**src/rtl/ex_md_pkg.sv**
```systemverilog
// rtl/ex_md_pkg.sv - shared M-extension encodings and ex_md FSM state type
package ex_md_pkg;

  localparam logic [6:0] INST_TYPE_R_M = 7'b0110011;
  localparam logic [6:0] INST_FUNCT7_M = 7'b0000001;

  localparam logic [2:0] INST_MUL    = 3'd0;
  localparam logic [2:0] INST_MULH   = 3'd1;
  localparam logic [2:0] INST_MULHSU = 3'd2;
  localparam logic [2:0] INST_MULHU  = 3'd3;
  localparam logic [2:0] INST_DIV    = 3'd4;
  localparam logic [2:0] INST_DIVU   = 3'd5;
  localparam logic [2:0] INST_REM    = 3'd6;
  localparam logic [2:0] INST_REMU   = 3'd7;

  typedef enum logic [1:0] {
    S_IDLE = 2'b00,
    S_MUL  = 2'b01,
    S_DIV  = 2'b10,
    S_DONE = 2'b11
  } md_state_e;

endpackage

```
**src/rtl/ex_md_div.sv**
```systemverilog
// rtl/ex_md_div.sv - radix-2 restoring divider on magnitudes, one quotient bit per cycle
module ex_md_div
  import ex_md_pkg::*;
#(
  parameter int XLEN = 32
) (
  input  logic            clk,
  input  logic            rst,
  input  logic            i_start,
  input  logic            i_abort,
  input  logic [XLEN-1:0] i_dividend,
  input  logic [XLEN-1:0] i_divisor,
  output logic            o_done,
  output logic [XLEN-1:0] o_quotient,
  output logic [XLEN-1:0] o_remainder
);

  localparam int CW = $clog2(XLEN);

  logic            r_busy;
  logic [CW-1:0]   r_cnt;
  logic [XLEN-1:0] r_rem;
  logic [XLEN-1:0] r_quo;
  logic [XLEN-1:0] r_div;

  logic [XLEN:0]   w_part;
  logic [XLEN:0]   w_diff;
  logic            w_ge;
  logic [XLEN-1:0] w_rem_nxt;
  logic [XLEN-1:0] w_quo_nxt;

  // Shift the next dividend bit into the partial remainder and trial-subtract;
  // the borrow bit tells whether the divisor fits.
  assign w_part    = {r_rem, r_quo[XLEN-1]};
  assign w_diff    = w_part - {1'b0, r_div};
  assign w_ge      = !w_diff[XLEN];
  assign w_rem_nxt = w_ge ? w_diff[XLEN-1:0] : w_part[XLEN-1:0];
  assign w_quo_nxt = {r_quo[XLEN-2:0], w_ge};

  // done flags the last iteration; the outputs carry that iteration's result
  assign o_done      = r_busy && (r_cnt == CW'(XLEN - 1));
  assign o_quotient  = w_quo_nxt;
  assign o_remainder = w_rem_nxt;

  // Iteration state: quotient bits replace dividend bits in r_quo as they shift out
  always_ff @(posedge clk) begin
    if (rst || i_abort) begin
      r_busy <= 1'b0;
      r_cnt  <= '0;
      r_rem  <= '0;
      r_quo  <= '0;
      r_div  <= '0;
    end else if (i_start) begin
      r_busy <= 1'b1;
      r_cnt  <= '0;
      r_rem  <= '0;
      r_quo  <= i_dividend;
      r_div  <= i_divisor;
    end else if (r_busy) begin
      r_rem  <= w_rem_nxt;
      r_quo  <= w_quo_nxt;
      r_cnt  <= r_cnt + CW'(1);
      if (o_done) r_busy <= 1'b0;
    end
  end

endmodule

```
**src/rtl/ex_md.sv**
```systemverilog
// rtl/ex_md.sv - M-extension execute unit; divider present only with EX_MD_DIV_EN
module ex_md
  import ex_md_pkg::*;
#(
  parameter int XLEN   = 32,
  parameter int REG_AW = 5
) (
  input  logic              clk,
  input  logic              rst,
  input  logic              start_i,
  input  logic [2:0]        funct3_i,
  input  logic [XLEN-1:0]   op1_i,
  input  logic [XLEN-1:0]   op2_i,
  input  logic [REG_AW-1:0] rd_addr_i,
  input  logic              flush_i,
  output logic              hold_flag_o,
  output logic [XLEN-1:0]   rd_data_o,
  output logic [REG_AW-1:0] rd_addr_o,
  output logic              rd_wen_o
);

  md_state_e         r_state;
  md_state_e         w_state_nxt;
  logic [2:0]        r_funct3;
  logic [XLEN-1:0]   r_op1;
  logic [XLEN-1:0]   r_op2;
  logic [XLEN-1:0]   r_result;
  logic [REG_AW-1:0] r_rd;

  logic              w_accept;
  logic              w_wb;
  logic [XLEN-1:0]   w_start_res;
  logic [2*XLEN-1:0] w_mul_a;
  logic [2*XLEN-1:0] w_mul_b;
  logic [2*XLEN-1:0] w_prod;
  logic [XLEN-1:0]   w_mul_res;

  // A flush in the start cycle cancels the request before anything is captured
  assign w_accept = (r_state == S_IDLE) && start_i && !flush_i;

  // Extending both operands to 2*XLEN makes one unsigned multiply serve all four signedness mixes
  assign w_mul_a   = {{XLEN{r_op1[XLEN-1] && (r_funct3 != INST_MULHU)}}, r_op1};
  assign w_mul_b   = {{XLEN{r_op2[XLEN-1] && ((r_funct3 == INST_MUL) || (r_funct3 == INST_MULH))}}, r_op2};
  assign w_prod    = w_mul_a * w_mul_b;
  assign w_mul_res = (r_funct3 == INST_MUL) ? w_prod[XLEN-1:0] : w_prod[2*XLEN-1:XLEN];

`ifdef EX_MD_DIV_EN
  logic            w_in_signed;
  logic            w_div_zero;
  logic            w_div_ovf;
  logic            w_special;
  logic            w_div_start;
  logic            w_div_done;
  logic            w_q_neg;
  logic            w_r_neg;
  logic [XLEN-1:0] w_abs1;
  logic [XLEN-1:0] w_abs2;
  logic [XLEN-1:0] w_quo;
  logic [XLEN-1:0] w_rem;
  logic [XLEN-1:0] w_div_res;

  // DIV and REM have funct3[0] clear; REM/REMU have funct3[1] set
  assign w_in_signed = !funct3_i[0];
  assign w_div_zero  = (op2_i == '0);
  assign w_div_ovf   = w_in_signed && (op1_i == {1'b1, {(XLEN-1){1'b0}}}) && (op2_i == '1);
  assign w_special   = w_div_zero || w_div_ovf;
  assign w_abs1      = (w_in_signed && op1_i[XLEN-1]) ? -op1_i : op1_i;
  assign w_abs2      = (w_in_signed && op2_i[XLEN-1]) ? -op2_i : op2_i;
  assign w_div_start = w_accept && funct3_i[2] && !w_special;

  // Special-case results are known in the start cycle and skip the divider
  always_comb begin
    w_start_res = '0;
    if (w_div_zero)     w_start_res = funct3_i[1] ? op1_i : '1;
    else if (w_div_ovf) w_start_res = funct3_i[1] ? '0 : op1_i;
  end

  ex_md_div #(.XLEN(XLEN)) u_div (
    .clk         (clk),
    .rst         (rst),
    .i_start     (w_div_start),
    .i_abort     (flush_i),
    .i_dividend  (w_abs1),
    .i_divisor   (w_abs2),
    .o_done      (w_div_done),
    .o_quotient  (w_quo),
    .o_remainder (w_rem)
  );

  // Restore signs: quotient negative when operand signs differ, remainder follows the dividend
  assign w_q_neg   = !r_funct3[0] && (r_op1[XLEN-1] ^ r_op2[XLEN-1]);
  assign w_r_neg   = !r_funct3[0] && r_op1[XLEN-1];
  assign w_div_res = r_funct3[1] ? (w_r_neg ? -w_rem : w_rem) : (w_q_neg ? -w_quo : w_quo);
`else
  assign w_start_res = '0;
`endif

  // Writeback only in DONE, and a same-cycle flush suppresses it
  assign w_wb        = (r_state == S_DONE) && !flush_i;
  assign rd_wen_o    = w_wb && (r_rd != '0);
  assign rd_data_o   = w_wb ? r_result : '0;
  assign rd_addr_o   = w_wb ? r_rd : '0;
  assign hold_flag_o = ((r_state == S_IDLE) && start_i) || (r_state == S_MUL) || (r_state == S_DIV);

  // Next-state selection; flush overrides every transition
  always_comb begin
    w_state_nxt = r_state;
    case (r_state)
      S_IDLE: begin
        if (start_i) begin
          if (!funct3_i[2])    w_state_nxt = S_MUL;
`ifdef EX_MD_DIV_EN
          else if (!w_special) w_state_nxt = S_DIV;
`endif
          else                 w_state_nxt = S_DONE;
        end
      end
      S_MUL:  w_state_nxt = S_DONE;
`ifdef EX_MD_DIV_EN
      S_DIV:  if (w_div_done) w_state_nxt = S_DONE;
`endif
      S_DONE: w_state_nxt = S_IDLE;
      default: w_state_nxt = S_IDLE;
    endcase
    if (flush_i) w_state_nxt = S_IDLE;
  end

  // State register
  always_ff @(posedge clk) begin
    if (rst) r_state <= S_IDLE;
    else     r_state <= w_state_nxt;
  end

  // Operand capture at start, then result latch on entry to DONE
  always_ff @(posedge clk) begin
    if (rst) begin
      r_funct3 <= '0;
      r_op1    <= '0;
      r_op2    <= '0;
      r_rd     <= '0;
      r_result <= '0;
    end else begin
      if (w_accept) begin
        r_funct3 <= funct3_i;
        r_op1    <= op1_i;
        r_op2    <= op2_i;
        r_rd     <= rd_addr_i;
        r_result <= w_start_res;
      end else if (r_state == S_MUL) begin
        r_result <= w_mul_res;
      end
`ifdef EX_MD_DIV_EN
      else if ((r_state == S_DIV) && w_div_done) begin
        r_result <= w_div_res;
      end
`endif
    end
  end

endmodule

```
**config.mk**
```make
export PLATFORM = sky130hd
export DESIGN_NAME = ex_md
export DESIGN_NICKNAME = d
export VERILOG_FILES = /design/src/rtl/ex_md_pkg.sv /design/src/rtl/ex_md_div.sv /design/src/rtl/ex_md.sv
export SDC_FILE = /design/constraint.sdc
export NUM_CORES = 2
export LEC_CHECK = 0
export ABC_AREA = 0
export BUFFER_PORTS_ARGS = -buffer_cell sky130_fd_sc_hd__buf_2
export CAP_MARGIN = 20
export CORE_MARGIN = 3
export CORE_UTILIZATION = 40
export CTS_CLUSTER_SIZE = 24
export DETAILED_ROUTE_END_ITERATION = 16
export GPL_TIMING_DRIVEN = 0
export PLACE_DENSITY = 0.66
export SETUP_SLACK_MARGIN = 0.02
export SLEW_MARGIN = 5
export SYNTH_ARGS = -nofsm -noshare
export SYNTH_HDL_FRONTEND = slang
export SYNTH_SLANG_ARGS = --single-unit
```
**constraint.sdc**
```tcl
create_clock -name clk -period 10.25 [get_ports clk]
set_input_delay 1.5375 -clock clk [delete_from_list [all_inputs] [get_ports clk]]
set_output_delay 1.5375 -clock clk [all_outputs]
set_load 0.005 [all_outputs]
```
# ---- Word level (Yosys, flattened, before mapping)
# Index checks and enable logic that the tools add are counted.
dict set report word_totals {
  out_inout_bits 39
  register_bits 106
  wordCells 34
}
dict set report op_classes {
  multipliers 1
  n_reduce_logical 15
  n_eq_ne 6
  muxes 6
}
# operator n
set ops {}
lappend ops {{$mul 33x33->64} 1}
lappend ops {{$mux 32} 2}
lappend ops {{$logic_and 1x1->1} 6}
lappend ops {{$mux 5} 1}
lappend ops {{$reduce_bool 5->1} 1}
lappend ops {{$eq 2x2->1 const B} 2}
lappend ops {{$mux 2} 2}
lappend ops {{$pmux 2 s2} 1}
lappend ops {{$reduce_or 2->1} 2}
lappend ops {{$eq 3x1->1 const B} 1}
lappend ops {{$logic_not 3->1} 1}
lappend ops {{$logic_or 1x1->1} 3}
lappend ops {{$ne 3x2->1 const B} 1}
lappend ops {{$eq 2x1->1 const B} 1}
lappend ops {{$logic_not 2->1} 1}
lappend ops {{$ne 2x2->1 const B} 1}
lappend ops {{$logic_not 1->1} 1}

# ---- Longest topological paths before layout
dict set report logic_depth {
  ltp_word 5
  ltp_mapped 31
}

# ---- Worst setup path before layout
# No wires, ideal clock.
dict set report synth_timing {
  path_type {register to register}
  startpoint {reg r_op1[31]}
  endpoint {reg r_result[24]}
  path_slack_ns 2.368
  required_time_ns 10.133
  path_stages_with_launch 27
  synth_period_minus_slack_ns 7.882
  setup_time_ns 0.117
  t_arrival_ns 7.766
  path_cell_list {dfxtp_1 > clkbuf_1 > o21a_1 > buf_1 > nand2_1 > inv_1 > fa_1 > fa_1 > fa_1 > inv_1 > fa_1 > fa_1 > fa_1 > fa_1 > fa_1 > inv_1 > ha_1 > a21o_1 > a211oi_2 > nand2_1 > o21ai_1 > nor3_1 > a2111oi_4 > a211oi_2 > or3_1 > a31oi_1 > nor2_1}
}
dict set report synth_via {
  elab_chain_len 3
}
# element line_no
set synth_rtl {}
lappend synth_rtl {{start, declared} ex_md.sv:25} ;# logic [XLEN-1:0] r_op1;
lappend synth_rtl {{start signal, assigned} ex_md.sv:145} ;# r_op1 <= op1_i;
lappend synth_rtl {{$logic_and 1x1->1} ex_md.sv:42} ;# assign w_mul_a = {{XLEN{r_op1[XLEN-1] && (r_funct3 != INST_MULHU)}}, r_op1};
lappend synth_rtl {{$mul 33x33->64 *} ex_md.sv:44} ;# assign w_prod = w_mul_a * w_mul_b;
lappend synth_rtl {{$mux 32 *} ex_md.sv:45} ;# assign w_mul_res = (r_funct3 == INST_MUL) ? w_prod[XLEN-1:0] : w_prod[2*XLEN-1:XLEN];
lappend synth_rtl {{end signal, assigned} ex_md.sv:148} ;# r_result <= w_start_res;
lappend synth_rtl {{end signal, assigned} ex_md.sv:150} ;# r_result <= w_mul_res;
lappend synth_rtl {{end, declared} ex_md.sv:27} ;# logic [XLEN-1:0] r_result;
# Every way passes the cells marked *; elsewhere a longest branch is shown, timed or not.
# A chain may end at the register's enable or synchronous reset.

# ---- Final worst setup path
dict set report layout_timing {
  startpoint {reg r_op1[31]}
  endpoint {reg r_result[28]}
}
# Same word-level chain as after synthesis.

==> results.yml <==
logic_synthesis:
  ys_seq_area_frac: 0.0505
  synthCells: 4724
  synthArstFlopShare: 0
  yosysWarningCount: 0
  avgSynthCellArea_sq_um: 8.90
  synth_fp_nets: 6137
  synth_enable_flop_cells: 0
  synth_cell_types: 75
  syn-cell-area_sq_um: 42100
  synth_ff_type: "dfxtp_1"
  ys_seq_elements: 106
hold_path:
  whs_path_depth: 2
  hp-start: "r_result[6]"
  hold_path_class: "flop to flop"
clock_network:
  h-tree-depth: 3
  cts-hold-fix-buffers: 0
  clk_pin_slew_worst_paths_ps: 80
  clk_path_buf_depth: 2
  clk_latency_ps: 410
  cts.sink_count: 106
  cts_buffers: 9
  cts_tree: "done"
  cts_root_buffer: "clkbuf_16"
timing:
  hold_viol_final: 0
  finClkSkew_ps: 19.2
  max_slew_margin: 0.152
  min_period_over_period: 0.945
  min_period_ps: 9690
  maxSlewViolCount: 0
  holdWs_ps: 470
  fmax_mhz: 103
  finalSetupViolCount: 0
  worst_slew_pin_slew_ps: 1270
  rsz0062_at_grt: "no"
  tns_ps: 0
finish:
  area_growth_pct: 6.52
  fill_cells: 10400
  drive_gt1_frac: 0.0385
  finalNetCount: 6270
  layout.cells.non_filler: 6247
global_routing:
  antenna_found_initial: 17
  grt_max_degree: 25
  grt_pass1_vias: 34700
  grt_overflow: 0
  grtUsageMet2: 0.445
  grt_use_met3: 0.0700
  busiest_layer: "met2"
  use_met1: 0.389
  grt_use_total: 0.292
  grt_pass1_wl_mm: 229
floorplanning:
  die_x_um: 330
  fp.dieH_um: 330
  die_area_sq_um: 109000
  ioPinCount: 115
  core_sq_um: 104000
  initial_core_util: 0.405
  rows: 118
detailed_routing:
  dr.pass1.iters: 8
  vias_per_cell: 5.41
  drc: 0
  vias: 33800
  post_drt_wl_per_cell_um: 24.9
  drt_iter0_drc: 3687
  drt-total-wl_mm: 155
  ant_nets: 0
pwr:
  switching_share: 0.520
  power.share.combinational: 0.580
  p_sw_mw: 1.07
  leakagePower_nw: 19.9
  totalPowerFinal_mw: 2.05
  peakVddDrop_uv: 70.7
  power_density_nw_per_um2: 45.8
  internal_power_mw: 0.985
  p_seq_frac: 0.229
  power_frac_clock: 0.191
placed_design:
  dp_cells: 6225
  routabilityCongestion: 1.01
  port_buffers: 114
  dp_hpwl_mm: 133
critical_path:
  crit_path_start_kind: "flop"
  worstPathMaxFanout: 10
  reg2regPathDepth: 25
  criticalPathCategory: "flop to flop"
  required_ps: 10590
  endpoint_kind: "flop"
  crit_path_start: "r_op1[31]"
  r2r-start: "r_op1[31]"
  arrival_ps: 10030
job:
  maxCapViolCount: 0
status:
  outcome: "finished, final reports clean"
## layout make-up
| cell class | count | area [sq um] | share of cell area |
|---|---|---|---|
| antenna | 5 | 12.5 | 0.000279 |
| buffer | 290 | 1110 | 0.0247 |
| clock buffer | 10 | 239 | 0.00533 |
| clock inverter | 6 | 66.3 | 0.00148 |
| inverter | 1082 | 4060 | 0.0907 |
| multi-input combinational | 3246 | 34800 | 0.776 |
| sequential | 106 | 2120 | 0.0474 |
| tap | 1380 | 1730 | 0.0385 |
| timing repair buffer | 122 | 691 | 0.0154 |
## logic make-up after synthesis
logic type | share of synthesized area
AO/OA/AOI/OAI | 0.0535
AND/OR/NAND/NOR | 0.159
XOR/XNOR | 0.0142
multiplexers | 0.00146
adder cells (fa/ha/maj) | 0.599
flip-flops | 0.0505
buffers and inverters | 0.123
## placed cells by master, fill, tap and decap left out, types with 5 or more instances in the layout
| cell type | instances |
|---|---|
| a21o_1 | 33 |
| or2_2 | 9 |
| clkbuf_1 | 279 |
| diode_2 | 5 |
| buf_8 | 8 |
| a21oi_1 | 158 |
| o21a_1 | 6 |
| o211ai_1 | 12 |
| dfxtp_1 | 106 |
| o21bai_1 | 8 |
| nor3_1 | 12 |
| and2_1 | 365 |
| nand2b_1 | 5 |
| o21ai_0 | 53 |
| nand3_1 | 22 |
| a31oi_1 | 12 |
| nand2_1 | 946 |
| nor2_1 | 77 |
| fa_1 | 1124 |
| or3_1 | 7 |
| and3_1 | 6 |
| buf_2 | 120 |
| xnor2_1 | 42 |
| ha_1 | 212 |
| clkbuf_16 | 9 |
| nand4_1 | 14 |
| inv_1 | 1081 |
| o21ai_1 | 15 |
| a21oi_2 | 5 |
| a211oi_1 | 5 |
| xor2_1 | 26 |
| mux2i_1 | 5 |
## power groups by stage
stage               combinational (mW)  clock (mW)  sequential [mW]
global route                      1.27       0.408            0.470
detailed placement                1.16           0            0.477
finish                            1.19       0.392            0.470
global placement                  1.15           0            0.477
floorplan                        0.691           0            0.451
CTS                               1.17       0.394            0.468
## cells in the mapped netlist (all sizes together), types with 5 or more instances
cell	count	area, sq um
a211oi	9	87.6
nor4	5	37.5
o21bai	9	78.8
and3	6	37.5
dfxtp	106	2120
o21a	7	53.8
or2	9	56.3
clkbuf	282	1060
and2	366	2290
buf	8	45.0
a31oi	12	75.1
a21oi	163	835
nand4	15	100
o211ai	12	90.1
inv	1082	4060
nand3	22	110
xor2	26	228
nand2	946	3550
xnor2	42	368
or3	7	43.8
nor3	12	60.1
o21ai	71	374
ha	212	2650
fa	1125	22500
nand2b	5	31.3
nor2	77	289
a21o	36	274
mux2i	5	50.1
## registers in the layout (all words and copies together) (netlist names)
| signal | cells |
|---|---|
| r_op2 | 32 |
| r_state | 2 |
| r_funct3 | 3 |
| r_result | 32 |
| r_rd | 5 |
| r_op1 | 32 |
## metrics by stage
step / worst slack, ps / cell area (sq um) / utilization
3_5_place_dp: 317 / 44500 / 0.428
4_1_cts: 281 / 44800 / 0.431
2_1_floorplan: 2370 / 42100 / -
3_3_place_gp: 319 / 44400 / 0.427
6_report: 561 / 44800 / 0.431
5_1_grt: 238 / 44800 / 0.431
## final timing paths
path             endpoint  slack [ps]
max          r_result[28]         560
min           r_result[6]         470
max reg2reg  r_result[28]         560
min reg2reg   r_result[6]         470
## critical path: stages, from the launching register on
cell and delay, ps:
dfxtp_1 310, clkbuf_1 470, o21a_1 390, clkbuf_1 460
and2_1 280, fa_1 520, fa_1 620, fa_2 540
inv_1 460, fa_1 550, fa_1 510, fa_1 610
fa_1 450, fa_1 580, inv_1 70, ha_1 360
a21o_1 210, a211oi_2 310, nand2_1 80, o21ai_1 170
a211oi_1 130, a2111oi_4 530, a211oi_2 190, o211ai_1 270
mux2i_1 300, o221a_1 220
## what timing repair did
action / in CTS / in global routing
setup buffers: 0 / 0
endpoints found under the hold margin: 0 / 0
resized for setup: 0 / 1
setup endpoints to repair: 0 / 3
## layer usage
layer	part of all wire	routed length (um)
met1	0.38	59600
met2	0.44	68400
met3	0.11	17300
met5	0.000077	12
met4	0.065	10200
(Power assumes the default switching activity.)
